--- config.mk ---
export PLATFORM = sky130hd
export DESIGN_NAME = volume_ctrl
export DESIGN_NICKNAME = d
export VERILOG_FILES = /design/src/rtl/volume_ctrl_pkg.sv /design/src/rtl/volume_ctrl_key_cond.sv /design/src/rtl/volume_ctrl.sv
export SDC_FILE = /design/constraint.sdc
export NUM_CORES = 1
export LEC_CHECK = 0
export ABC_AREA = 1
export CAP_MARGIN = 20
export CORE_AREA = 2 2 119 92
export CTS_CLUSTER_DIAMETER = 30
export DETAILED_ROUTE_END_ITERATION = 7
export DIE_AREA = 0 0 121 94
export GPL_TIMING_DRIVEN = 0
export PLACE_DENSITY = 0.75
export SLEW_MARGIN = 20
export SYNTH_ARGS = -nofsm -noshare
export SYNTH_HDL_FRONTEND = slang
export SYNTH_SLANG_ARGS = --single-unit
--- constraint.sdc ---
create_clock -name clk -period 3.8 [get_ports clk]
set_input_delay 0.95 -clock clk [delete_from_list [all_inputs] [get_ports clk]]
set_output_delay 0.95 -clock clk [all_outputs]
set_load 0.02 [all_outputs]
--- src/rtl/volume_ctrl_pkg.sv ---
// Shared widths, key-FSM state encoding and the level-to-amplitude helper
// for the volume controller.
`timescale 1ns/1ps
package volume_ctrl_pkg;

  localparam int LEVEL_W = 4;
  localparam int AMP_W   = 16;

  typedef enum logic [1:0] {
    KEY_IDLE   = 2'd0,
    KEY_HOLD   = 2'd1,
    KEY_REPEAT = 2'd2
  } key_state_e;

  // Unsigned amplitude for a level; callers keep MAX_LEVEL*STEP <= 16'h7FFF.
  function automatic logic [AMP_W-1:0] level_to_amp(
    input logic [LEVEL_W-1:0] level,
    input logic [AMP_W-1:0]   step
  );
    logic [AMP_W-1:0] level_ext;
    level_ext = AMP_W'(level);
    return level_ext * step;
  endfunction

endpackage

--- src/rtl/volume_ctrl_key_cond.sv ---
// One push-button conditioner: 2-flop synchronizer, tick-sampled debounce,
// and an IDLE/HOLD/REPEAT FSM that emits one-clk press and repeat pulses.
`timescale 1ns/1ps
module volume_ctrl_key_cond
  import volume_ctrl_pkg::*;
#(
  parameter int unsigned DEB_LEN    = 8,
  parameter int unsigned REPEAT_DLY = 500,
  parameter int unsigned REPEAT_PER = 100,
  parameter bit          REPEAT_EN  = 1'b1
) (
  input  logic clk,
  input  logic rst_n,
  input  logic i_tick,
  input  logic i_key,
  output logic o_pulse
);

  localparam int unsigned CNT_MAX = (REPEAT_DLY > REPEAT_PER) ? REPEAT_DLY : REPEAT_PER;
  localparam int          CNT_W   = $clog2(CNT_MAX + 1);
  localparam int          FILL_W  = $clog2(DEB_LEN);

  logic               r_sync1;
  logic               r_sync2;
  logic [DEB_LEN-1:0] r_shift;
  logic [FILL_W-1:0]  r_fill;
  logic               r_deb;
  logic               r_armed;
  key_state_e         r_state;
  logic [CNT_W-1:0]   r_cnt;

  logic [DEB_LEN-1:0] w_shift_next;
  logic               w_fill_done;
  key_state_e         w_state_next;
  logic [CNT_W-1:0]   w_cnt_next;

  // NOTE: sequential state always uses <= so every flop samples pre-edge values.
  always_ff @(posedge clk or negedge rst_n) begin
    if (!rst_n) begin
      r_sync1 <= 1'b0;
      r_sync2 <= 1'b0;
    end else begin
      r_sync1 <= i_key;
      r_sync2 <= r_sync1;
    end
  end

  assign w_shift_next = {r_shift[DEB_LEN-2:0], r_sync2};
  assign w_fill_done  = (r_fill == FILL_W'(DEB_LEN - 1));

  // A key only arms after a full window of genuine released samples, so a key
  // held through reset must be released and pressed again before it pulses.
  // NOTE: the debounce window is reset like any flop; it is control state, not RAM.
  always_ff @(posedge clk or negedge rst_n) begin
    if (!rst_n) begin
      r_shift <= '0;
      r_fill  <= '0;
      r_deb   <= 1'b0;
      r_armed <= 1'b0;
    end else if (i_tick) begin
      r_shift <= w_shift_next;
      if (!w_fill_done) r_fill <= r_fill + 1'b1;
      if (&w_shift_next) begin
        r_deb <= 1'b1;
      end else if (~|w_shift_next) begin
        r_deb <= 1'b0;
        if (w_fill_done) r_armed <= 1'b1;
      end
    end
  end

  always_ff @(posedge clk or negedge rst_n) begin
    if (!rst_n) begin
      r_state <= KEY_IDLE;
      r_cnt   <= '0;
    end else begin
      r_state <= w_state_next;
      r_cnt   <= w_cnt_next;
    end
  end

  // NOTE: every output of this block gets a default first, so no latch is inferred.
  always_comb begin
    w_state_next = r_state;
    w_cnt_next   = r_cnt;
    o_pulse      = 1'b0;
    unique case (r_state)
      KEY_IDLE: begin
        if (r_deb && r_armed) begin
          o_pulse      = 1'b1;
          w_state_next = KEY_HOLD;
          w_cnt_next   = '0;
        end
      end
      KEY_HOLD: begin
        if (!r_deb) begin
          w_state_next = KEY_IDLE;
        end else if (REPEAT_EN && i_tick) begin
          if (r_cnt == CNT_W'(REPEAT_DLY - 1)) begin
            o_pulse      = 1'b1;
            w_state_next = KEY_REPEAT;
            w_cnt_next   = '0;
          end else begin
            w_cnt_next = r_cnt + 1'b1;
          end
        end
      end
      KEY_REPEAT: begin
        if (!r_deb) begin
          w_state_next = KEY_IDLE;
        end else if (i_tick) begin
          if (r_cnt == CNT_W'(REPEAT_PER - 1)) begin
            o_pulse    = 1'b1;
            w_cnt_next = '0;
          end else begin
            w_cnt_next = r_cnt + 1'b1;
          end
        end
      end
      default: w_state_next = KEY_IDLE;
    endcase
  end

endmodule

--- src/rtl/volume_ctrl.sv ---
// Volume front-end: shared sample-tick prescaler, three conditioned keys,
// saturating level / mute state and the registered {+amp, -amp} output pair.
`timescale 1ns/1ps
module volume_ctrl
  import volume_ctrl_pkg::*;
#(
  parameter int unsigned      SAMPLE_DIV = 100000,
  parameter int unsigned      DEB_LEN    = 8,
  parameter int unsigned      REPEAT_DLY = 500,
  parameter int unsigned      REPEAT_PER = 100,
  parameter int unsigned      MAX_LEVEL  = 15,
  parameter int unsigned      DEF_LEVEL  = 8,
  parameter logic [AMP_W-1:0] STEP       = 16'h0400
) (
  input  logic                 clk,
  input  logic                 rst_n,
  input  logic                 key_up,
  input  logic                 key_down,
  input  logic                 key_mute,
  output logic [LEVEL_W-1:0]   vol_level,
  output logic                 muted,
  output logic [2*AMP_W-1:0]   vol_data
);

  localparam int               DIV_W   = (SAMPLE_DIV > 1) ? $clog2(SAMPLE_DIV) : 1;
  localparam logic [AMP_W-1:0] DEF_AMP = level_to_amp(LEVEL_W'(DEF_LEVEL), STEP);
  localparam logic [2*AMP_W-1:0] DEF_VOL = {DEF_AMP, AMP_W'(0) - DEF_AMP};

  logic [DIV_W-1:0]   r_div_cnt;
  logic [LEVEL_W-1:0] r_level;
  logic               r_muted;
  logic [2*AMP_W-1:0] r_vol_data;

  logic               w_tick;
  logic               w_up_pulse;
  logic               w_down_pulse;
  logic               w_mute_pulse;
  logic [AMP_W-1:0]   w_amp;

  assign w_tick = (r_div_cnt == DIV_W'(SAMPLE_DIV - 1));

  always_ff @(posedge clk or negedge rst_n) begin
    if (!rst_n) begin
      r_div_cnt <= '0;
    end else if (w_tick) begin
      r_div_cnt <= '0;
    end else begin
      r_div_cnt <= r_div_cnt + 1'b1;
    end
  end

  volume_ctrl_key_cond #(
    .DEB_LEN   (DEB_LEN),
    .REPEAT_DLY(REPEAT_DLY),
    .REPEAT_PER(REPEAT_PER),
    .REPEAT_EN (1'b1)
  ) u_key_up (
    .clk    (clk),
    .rst_n  (rst_n),
    .i_tick (w_tick),
    .i_key  (key_up),
    .o_pulse(w_up_pulse)
  );

  volume_ctrl_key_cond #(
    .DEB_LEN   (DEB_LEN),
    .REPEAT_DLY(REPEAT_DLY),
    .REPEAT_PER(REPEAT_PER),
    .REPEAT_EN (1'b1)
  ) u_key_down (
    .clk    (clk),
    .rst_n  (rst_n),
    .i_tick (w_tick),
    .i_key  (key_down),
    .o_pulse(w_down_pulse)
  );

  volume_ctrl_key_cond #(
    .DEB_LEN   (DEB_LEN),
    .REPEAT_DLY(REPEAT_DLY),
    .REPEAT_PER(REPEAT_PER),
    .REPEAT_EN (1'b0)
  ) u_key_mute (
    .clk    (clk),
    .rst_n  (rst_n),
    .i_tick (w_tick),
    .i_key  (key_mute),
    .o_pulse(w_mute_pulse)
  );

  // Opposing up/down pulses cancel; mute toggles independently of both.
  always_ff @(posedge clk or negedge rst_n) begin
    if (!rst_n) begin
      r_level <= LEVEL_W'(DEF_LEVEL);
      r_muted <= 1'b0;
    end else begin
      if (w_up_pulse && !w_down_pulse && (r_level < LEVEL_W'(MAX_LEVEL))) begin
        r_level <= r_level + 1'b1;
      end else if (w_down_pulse && !w_up_pulse && (r_level != '0)) begin
        r_level <= r_level - 1'b1;
      end
      if (w_mute_pulse) r_muted <= ~r_muted;
    end
  end

  assign w_amp = r_muted ? '0 : level_to_amp(r_level, STEP);

  always_ff @(posedge clk or negedge rst_n) begin
    if (!rst_n) begin
      r_vol_data <= DEF_VOL;
    end else begin
      r_vol_data <= {w_amp, AMP_W'(0) - w_amp};
    end
  end

  assign vol_level = r_level;
  assign muted     = r_muted;
  assign vol_data  = r_vol_data;

endmodule

-- Word level (Yosys, flattened, before mapping)
Cells that the tools add are included.
- bits in writable memories: 0
- input port bits: 5
- memories: 0
- bits in read-only memories: 0
- flip-flop bits (word level): 127
- output and inout port bits: 37
- bits in latches: 0
- logic and storage cells: 193
- shifts and indexed selects: 0
- equal/unequal tests: 38
- magnitude comparators: 1
- mux-type cells: 67
- add/subtract/negate cells: 10
- div/mod/pow operators: 0
- $mul: 0
- bitwise logic cells: 10
- reductions and logical operators: 39
- operator list (cell ; number):
    2-to-1 mux 9 bit ; 18
    case mux 9 bit (3 select lines) ; 2
    inequality test 2 x 1 -> 1 bit, second input constant ; 15
    adder 9 x 1 -> 9 bit, second input constant ; 3
    equality test 9 x 7 -> 1 bit, second input constant ; 3
    2-to-1 mux 1 bit ; 24
    2-to-1 mux 2 bit ; 12
    AND reduction 4 bit ; 6
    AND reduction 8 bit ; 3
    OR reduction 8 bit ; 3
    equality test 9 bit, second input constant ; 2
    case mux 9 bit (2 select lines) ; 1
    adder 17 x 1 -> 17 bit, second input constant ; 1
    equality test 17 bit, second input constant ; 1
    2-to-1 mux 17 bit ; 1
    subtractor 1 x 14 -> 15 bit, first input constant ; 1
    2-to-1 mux 14 bit ; 1
    AND reduction 2 bit ; 7
    case mux 2 bit (3 select lines) ; 2
    AND reduction 6 bit ; 2
    NOT 1 bit ; 10
    adder 3 x 1 -> 3 bit, second input constant ; 3
    equality test 3 bit, second input constant ; 3
    2-to-1 mux 4 bit ; 2
    other kinds (18) ; 39

-- Depth between registers and ports, before layout
- word-level depth: 10
- gate-level depth with buffers: 19
- mapped depth without buffers: 19

-- Cells and area by module
Synthesis repeated with hierarchy kept, for this count alone.
- cell total of the unflattened synthesis: 595
- area, all modules: 5038.6 µm²
- modules (own cells, without submodules) (module ; seq. area each (µm²) ; times used ; area an instance (µm²) ; cells an instance):
    volume_ctrl ; 755.7 ; 1 ; 1736.7 ; 207
    volume_ctrl_key_cond (u_key_down) ; 625.6 ; 1 ; 1328.8 ; 158
    volume_ctrl_key_cond (u_key_up) ; 625.6 ; 1 ; 1317.5 ; 157
    volume_ctrl_key_cond (u_key_mute) ; 375.4 ; 1 ; 655.6 ; 73

-- Worst setup path before layout
Ideal clock, no wire load.
- kind: flip-flop to flip-flop
- start: reg r_div_cnt[0]
- end: reg r_level[3] (netlist: vol_level[3])
- buffers on the path: 0
- data arrival time: 2.327 ns
- setup slack: 1.396 ns
- stages on the path, launching flop included: 19
- data required time: 3.723 ns
- clock period less this slack: 2.404 ns
- setup time: 0.077 ns
- cells stage by stage: dfrtp_1 > ha_1 > nand2_1 > inv_2 > nand2_4 > nor2_8 > nand3_2 > nor2_2 > nand2_2 > a21oi_4 > nand3_2 > ha_1 > nand2_1 > nor2_1 > a211oi_1 > o21bai_1 > nand3_1 > nand2_1 > nand2_1
- longest elaborated chain between the ends: 8
- elaborated cells between the ends (all ways): 19
- classes of those cells: eq/ne: 1; mux: 11; reduce/logical: 7
- RTL lines (item ; RTL line ; RTL):
    from (decl) ; volume_ctrl.sv:29 ; logic [DIV_W-1:0] r_div_cnt;
    from (signal assigned) ; volume_ctrl.sv:48 ; r_div_cnt <= r_div_cnt + 1'b1;
    equality test 17 bit * ; volume_ctrl.sv:40 ; assign w_tick = (r_div_cnt == DIV_W'(SAMPLE_DIV - 1));
    2-to-1 mux 1 bit (on tied branches) ; volume_ctrl_key_cond.sv:111, volume_ctrl_key_cond.sv:98 ;
    2-to-1 mux 1 bit (on tied branches) ; volume_ctrl_key_cond.sv:109, volume_ctrl_key_cond.sv:96 ;
    case mux 1 bit (3 select lines) ; volume_ctrl_key_cond.sv:87 ; unique case (r_state)
    logical NOT 1 bit (on tied branches) ; volume_ctrl.sv:97, volume_ctrl.sv:99 ;
    logical AND 1 bit (on tied branches) (2 in series) ; volume_ctrl.sv:97, volume_ctrl.sv:99 ;
    2-to-1 mux 4 bit / nonzero test 2 bit (equally long branches) ; -- ;
    to (signal assigned) ; volume_ctrl.sv:94 ; r_level <= LEVEL_W'(DEF_LEVEL);
    to (signal assigned) ; volume_ctrl.sv:98 ; r_level <= r_level + 1'b1;
    to (signal assigned) ; volume_ctrl.sv:100 ; r_level <= r_level - 1'b1;
    to (decl) ; volume_ctrl.sv:30 ; logic [LEVEL_W-1:0] r_level;
Every way passes the cells marked *; elsewhere a longest branch is shown, timed or not.
A chain may end at the register's enable or synchronous reset.

-- Worst setup path in the final report
Ends and elaborated chain as after synthesis.

==> results.sh <==
export IMPL_leakage_nw=2.74
export IMPL_fin_crit_sh=0.737
export IMPL_drive_gt1_frac=0.156
export IMPL_cts_tree="built"
export IMPL_wl_um=9490
export IMPL_worst_hold_slack_ps=346
export IMPL_cts_resized=0
export IMPL_cts_setup_buffers=0
export IMPL_die_w_um=121
export IMPL_fin_tns_setup_ps=0
export IMPL_cap_violations=0
export IMPL_fin_skew_ps=5.45
export IMPL_wl_met2_um=4540
export IMPL_cts_hold_buf=0
export IMPL_wl_met1_um=4370
export IMPL_crit_fanout=4
export IMPL_hold_class="reg -> reg"
export IMPL_fin_total_pwr_mw=1.90
export IMPL_num_rows=32
export IMPL_track_usage=0.187
export IMPL_n_fill_cell=898
export IMPL_critPathCaptureType="flip-flop"
export IMPL_slew_headroom=0.618
export IMPL_nets=629
export IMPL_synth_cell_types=50
export IMPL_setup_viol=0
export IMPL_yosysTopAreaCell="dfrtp_1"
export IMPL_grt_ovfl_total=0
export IMPL_wl_met3_um=363
export IMPL_via_per_inst=4.99
export IMPL_drt_iter0_markers=266
export IMPL_status="finished, final reports clean"
export IMPL_tightest_slew_ps=567
export IMPL_grt_pass1_vias=3668
export IMPL_synth_top_area_share=0.461
export IMPL_num_vias=3709
export IMPL_regArea_um2=2380
export IMPL_synth_edff_count=0
export IMPL_place_congestion=0.824
export IMPL_drc_errors=0
export IMPL_synth_seq_area_share=0.482
export IMPL_slowest_stage="dfrtp_1"
export IMPL_synth_seq_cells=95
export IMPL_powerDensity_nw_per_um2=336
export IMPL_path_delay_family="simple AND/OR/NAND/NOR gates"
export IMPL_grt_pass1_wl_um=16700
export IMPL_place_worst_setup_slack_ps=1060
export IMPL_cts_max_level=3
export IMPL_drv_slew=0
export IMPL_syn_area_per_cell_um2=8.97
export IMPL_cp_start_kind="flip-flop"
export IMPL_initial_utilization=0.488
export IMPL_cts_made_buffers=9
export IMPL_syn_area_um2=4940
export IMPL_rsz0062_at_grt="no"
export IMPL_clock_path_buffers=2
export IMPL_cts_sinks=95
export IMPL_die_y_um=94
export IMPL_io_buffers=19
export IMPL_diodes=0
export IMPL_fin_ws_ps=1000
export IMPL_wl_per_cell_um=12.8
export IMPL_critPathArrivalTime_ps=3080
export IMPL_clk_pin_slew_worst_paths_ps=60
export IMPL_fmax_mhz=357
export IMPL_worstPathRequired_ps=4080
export IMPL_area_delta_synth_final_pct=14.8
export IMPL_syn_inst=551
export IMPL_clock_latency_ps=350
export IMPL_crit_type="reg -> reg"
export IMPL_hpwl_um=6920
export IMPL_first_pass_iters=4
export IMPL_highest_layer="met4"
export IMPL_dieArea_um2=11400
export IMPL_core_um2=10100
export IMPL_crit_buf_inv=1
export IMPL_grt_antenna_before_repair=0
export IMPL_synth_area_leaders="dfrtp_1, inv_1, nand2_1"
export IMPL_ir_worst_vdd_mv=0.308
export IMPL_cts_root_buf="clkbuf_16"
export IMPL_grt_max_degree=77
export IMPL_crit_chain="ha_1 -> nand2_1 -> inv_2 -> nand2_4 -> nor2_8 -> nand3_2 -> nor2_2 -> nand2_2 -> a21oi_4 -> nand3_2 -> ha_1 -> nand2_1 -> nor2_1 -> a211oi_1 -> o21bai_1 -> nand3_1 -> nand2_1 -> nand2_1"
export IMPL_hold_viol_final=0
export IMPL_crit_top_cell="nand2_1"
export IMPL_finish_utilization=0.560
export IMPL_fin_crit_ps=2800
export IMPL_synth_main_ff_cell="dfrtp_1"
export IMPL_async_reset_ff_frac=1.00
export IMPL_multi_input_area_um2=2100
export IMPL_slowest_delay_ps=370
export IMPL_ys_warn_count=0
export IMPL_ios=42
export IMPL_postRouteAntennaNets=0
## final cells by class
cell class | instances | share of cell area
Inverter | 87 | 0.0576
Timing Repair Buffer | 20 | 0.0386
Buffer | 31 | 0.0373
Tap cell | 136 | 0.0300
Sequential cell | 95 | 0.420
Clock buffer | 14 | 0.0448
Clock inverter | 2 | 0.00176
Multi-Input combinational cell | 359 | 0.370
## cell families (layout without fill, tap and decap cells)
logic type / after synthesis / after routing / share of synthesized area
and+or+nand+nor: 207 / 207 / 0.215
buffers and inverters: 118 / 154 / 0.109
DFF: 95 / 95 / 0.482
AOI/OAI and AO/OA: 92 / 92 / 0.105
adders and majority gates: 21 / 21 / 0.0547
xor gates and xnor gates: 11 / 11 / 0.0195
muxes: 6 / 6 / 0.0137
other: 1 / 22 / 0.000759
## stage by stage
step | cell area [um^2] | instances
2_1_floorplan | 5020 | 572
3_3_place_gp | 5380 | 727
3_5_place_dp | 5410 | 728
4_1_cts | 5670 | 744
5_1_grt | 5670 | 744
6_report | 5670 | 744
## placed cells by master (no fill, tap or decap), types with 7 or more instances in the layout
master            n
nand2_1          79
dfrtp_1          91
nor3_1           10
buf_4            25
clkdlybuf4s50_1  18
o21ai_0          42
nand3_1          25
clkbuf_16         9
nor2_2           12
nand4_1          11
inv_2             7
o21ai_1           8
clkbuf_1          9
inv_1            80
a21oi_1          24
nor2_1           36
ha_1             20
conb_1           22
## synthesized netlist by cell type, types with 3 or more instances
| master | n |
|---|---|
| inv_1 | 80 |
| o21a_1 | 3 |
| nand3_1 | 25 |
| o21ai_0 | 42 |
| buf_4 | 25 |
| nand2_2 | 5 |
| a21oi_1 | 24 |
| xnor2_1 | 6 |
| nor2_4 | 3 |
| nor2_1 | 36 |
| dfstp_2 | 4 |
| or2_1 | 4 |
| mux2_2 | 6 |
| nand4_1 | 11 |
| clkbuf_1 | 5 |
| xor2_1 | 5 |
| nand2_1 | 79 |
| nor4_1 | 6 |
| inv_2 | 7 |
| nor3_1 | 10 |
| dfrtp_1 | 91 |
| o21ai_1 | 8 |
| ha_1 | 20 |
| nor2_2 | 12 |
| nand3_2 | 4 |
## state kept, by name (all words and copies together), names as in the netlist, 4 cells and up
name and flops:
r_div_cnt 17, u_key_down.r_cnt 9, u_key_up.r_cnt 9, vol_data 8, u_key_down.r_shift 7, u_key_mute.r_shift 7, u_key_up.r_shift 7, vol_level 4
## path summary, 6_finish.rpt
| kind | depth (start not counted) | endpoint | startpoint | slack, ps |
|---|---|---|---|---|
| worst max register to register | 18 | vol_level[3] | r_div_cnt[0] | 1000 |
| worst max-delay path | 18 | vol_level[3] | r_div_cnt[0] | 1000 |
| worst min-delay path | 0 | u_key_mute.r_sync2 | u_key_mute.r_sync1 | 350 |
| min in group asynchronous | 1 | u_key_down.r_cnt[2] | rst_n | 440 |
| worst min register to register | 0 | u_key_mute.r_sync2 | u_key_mute.r_sync1 | 350 |
| max in group asynchronous | 2 | u_key_down.r_shift[5] | rst_n | 2740 |
## layer usage
layer / global-route usage / vias up
met4: 0.0688 / 0
met3: 0.0510 / 19
met1: 0.233 / 1780
li1: - / 1847
met2: 0.312 / 63
met5: 0 / -
## report_power, final
group	switching, mW	leakage [nW]	internal, mW	total [mW]
registers	0.00126	1.28	1.01	1.02
clock network	0.361	0.131	0.460	0.821
logic	0.0440	1.33	0.0227	0.0667
Note: power is estimated with default switching activity, not from simulation.
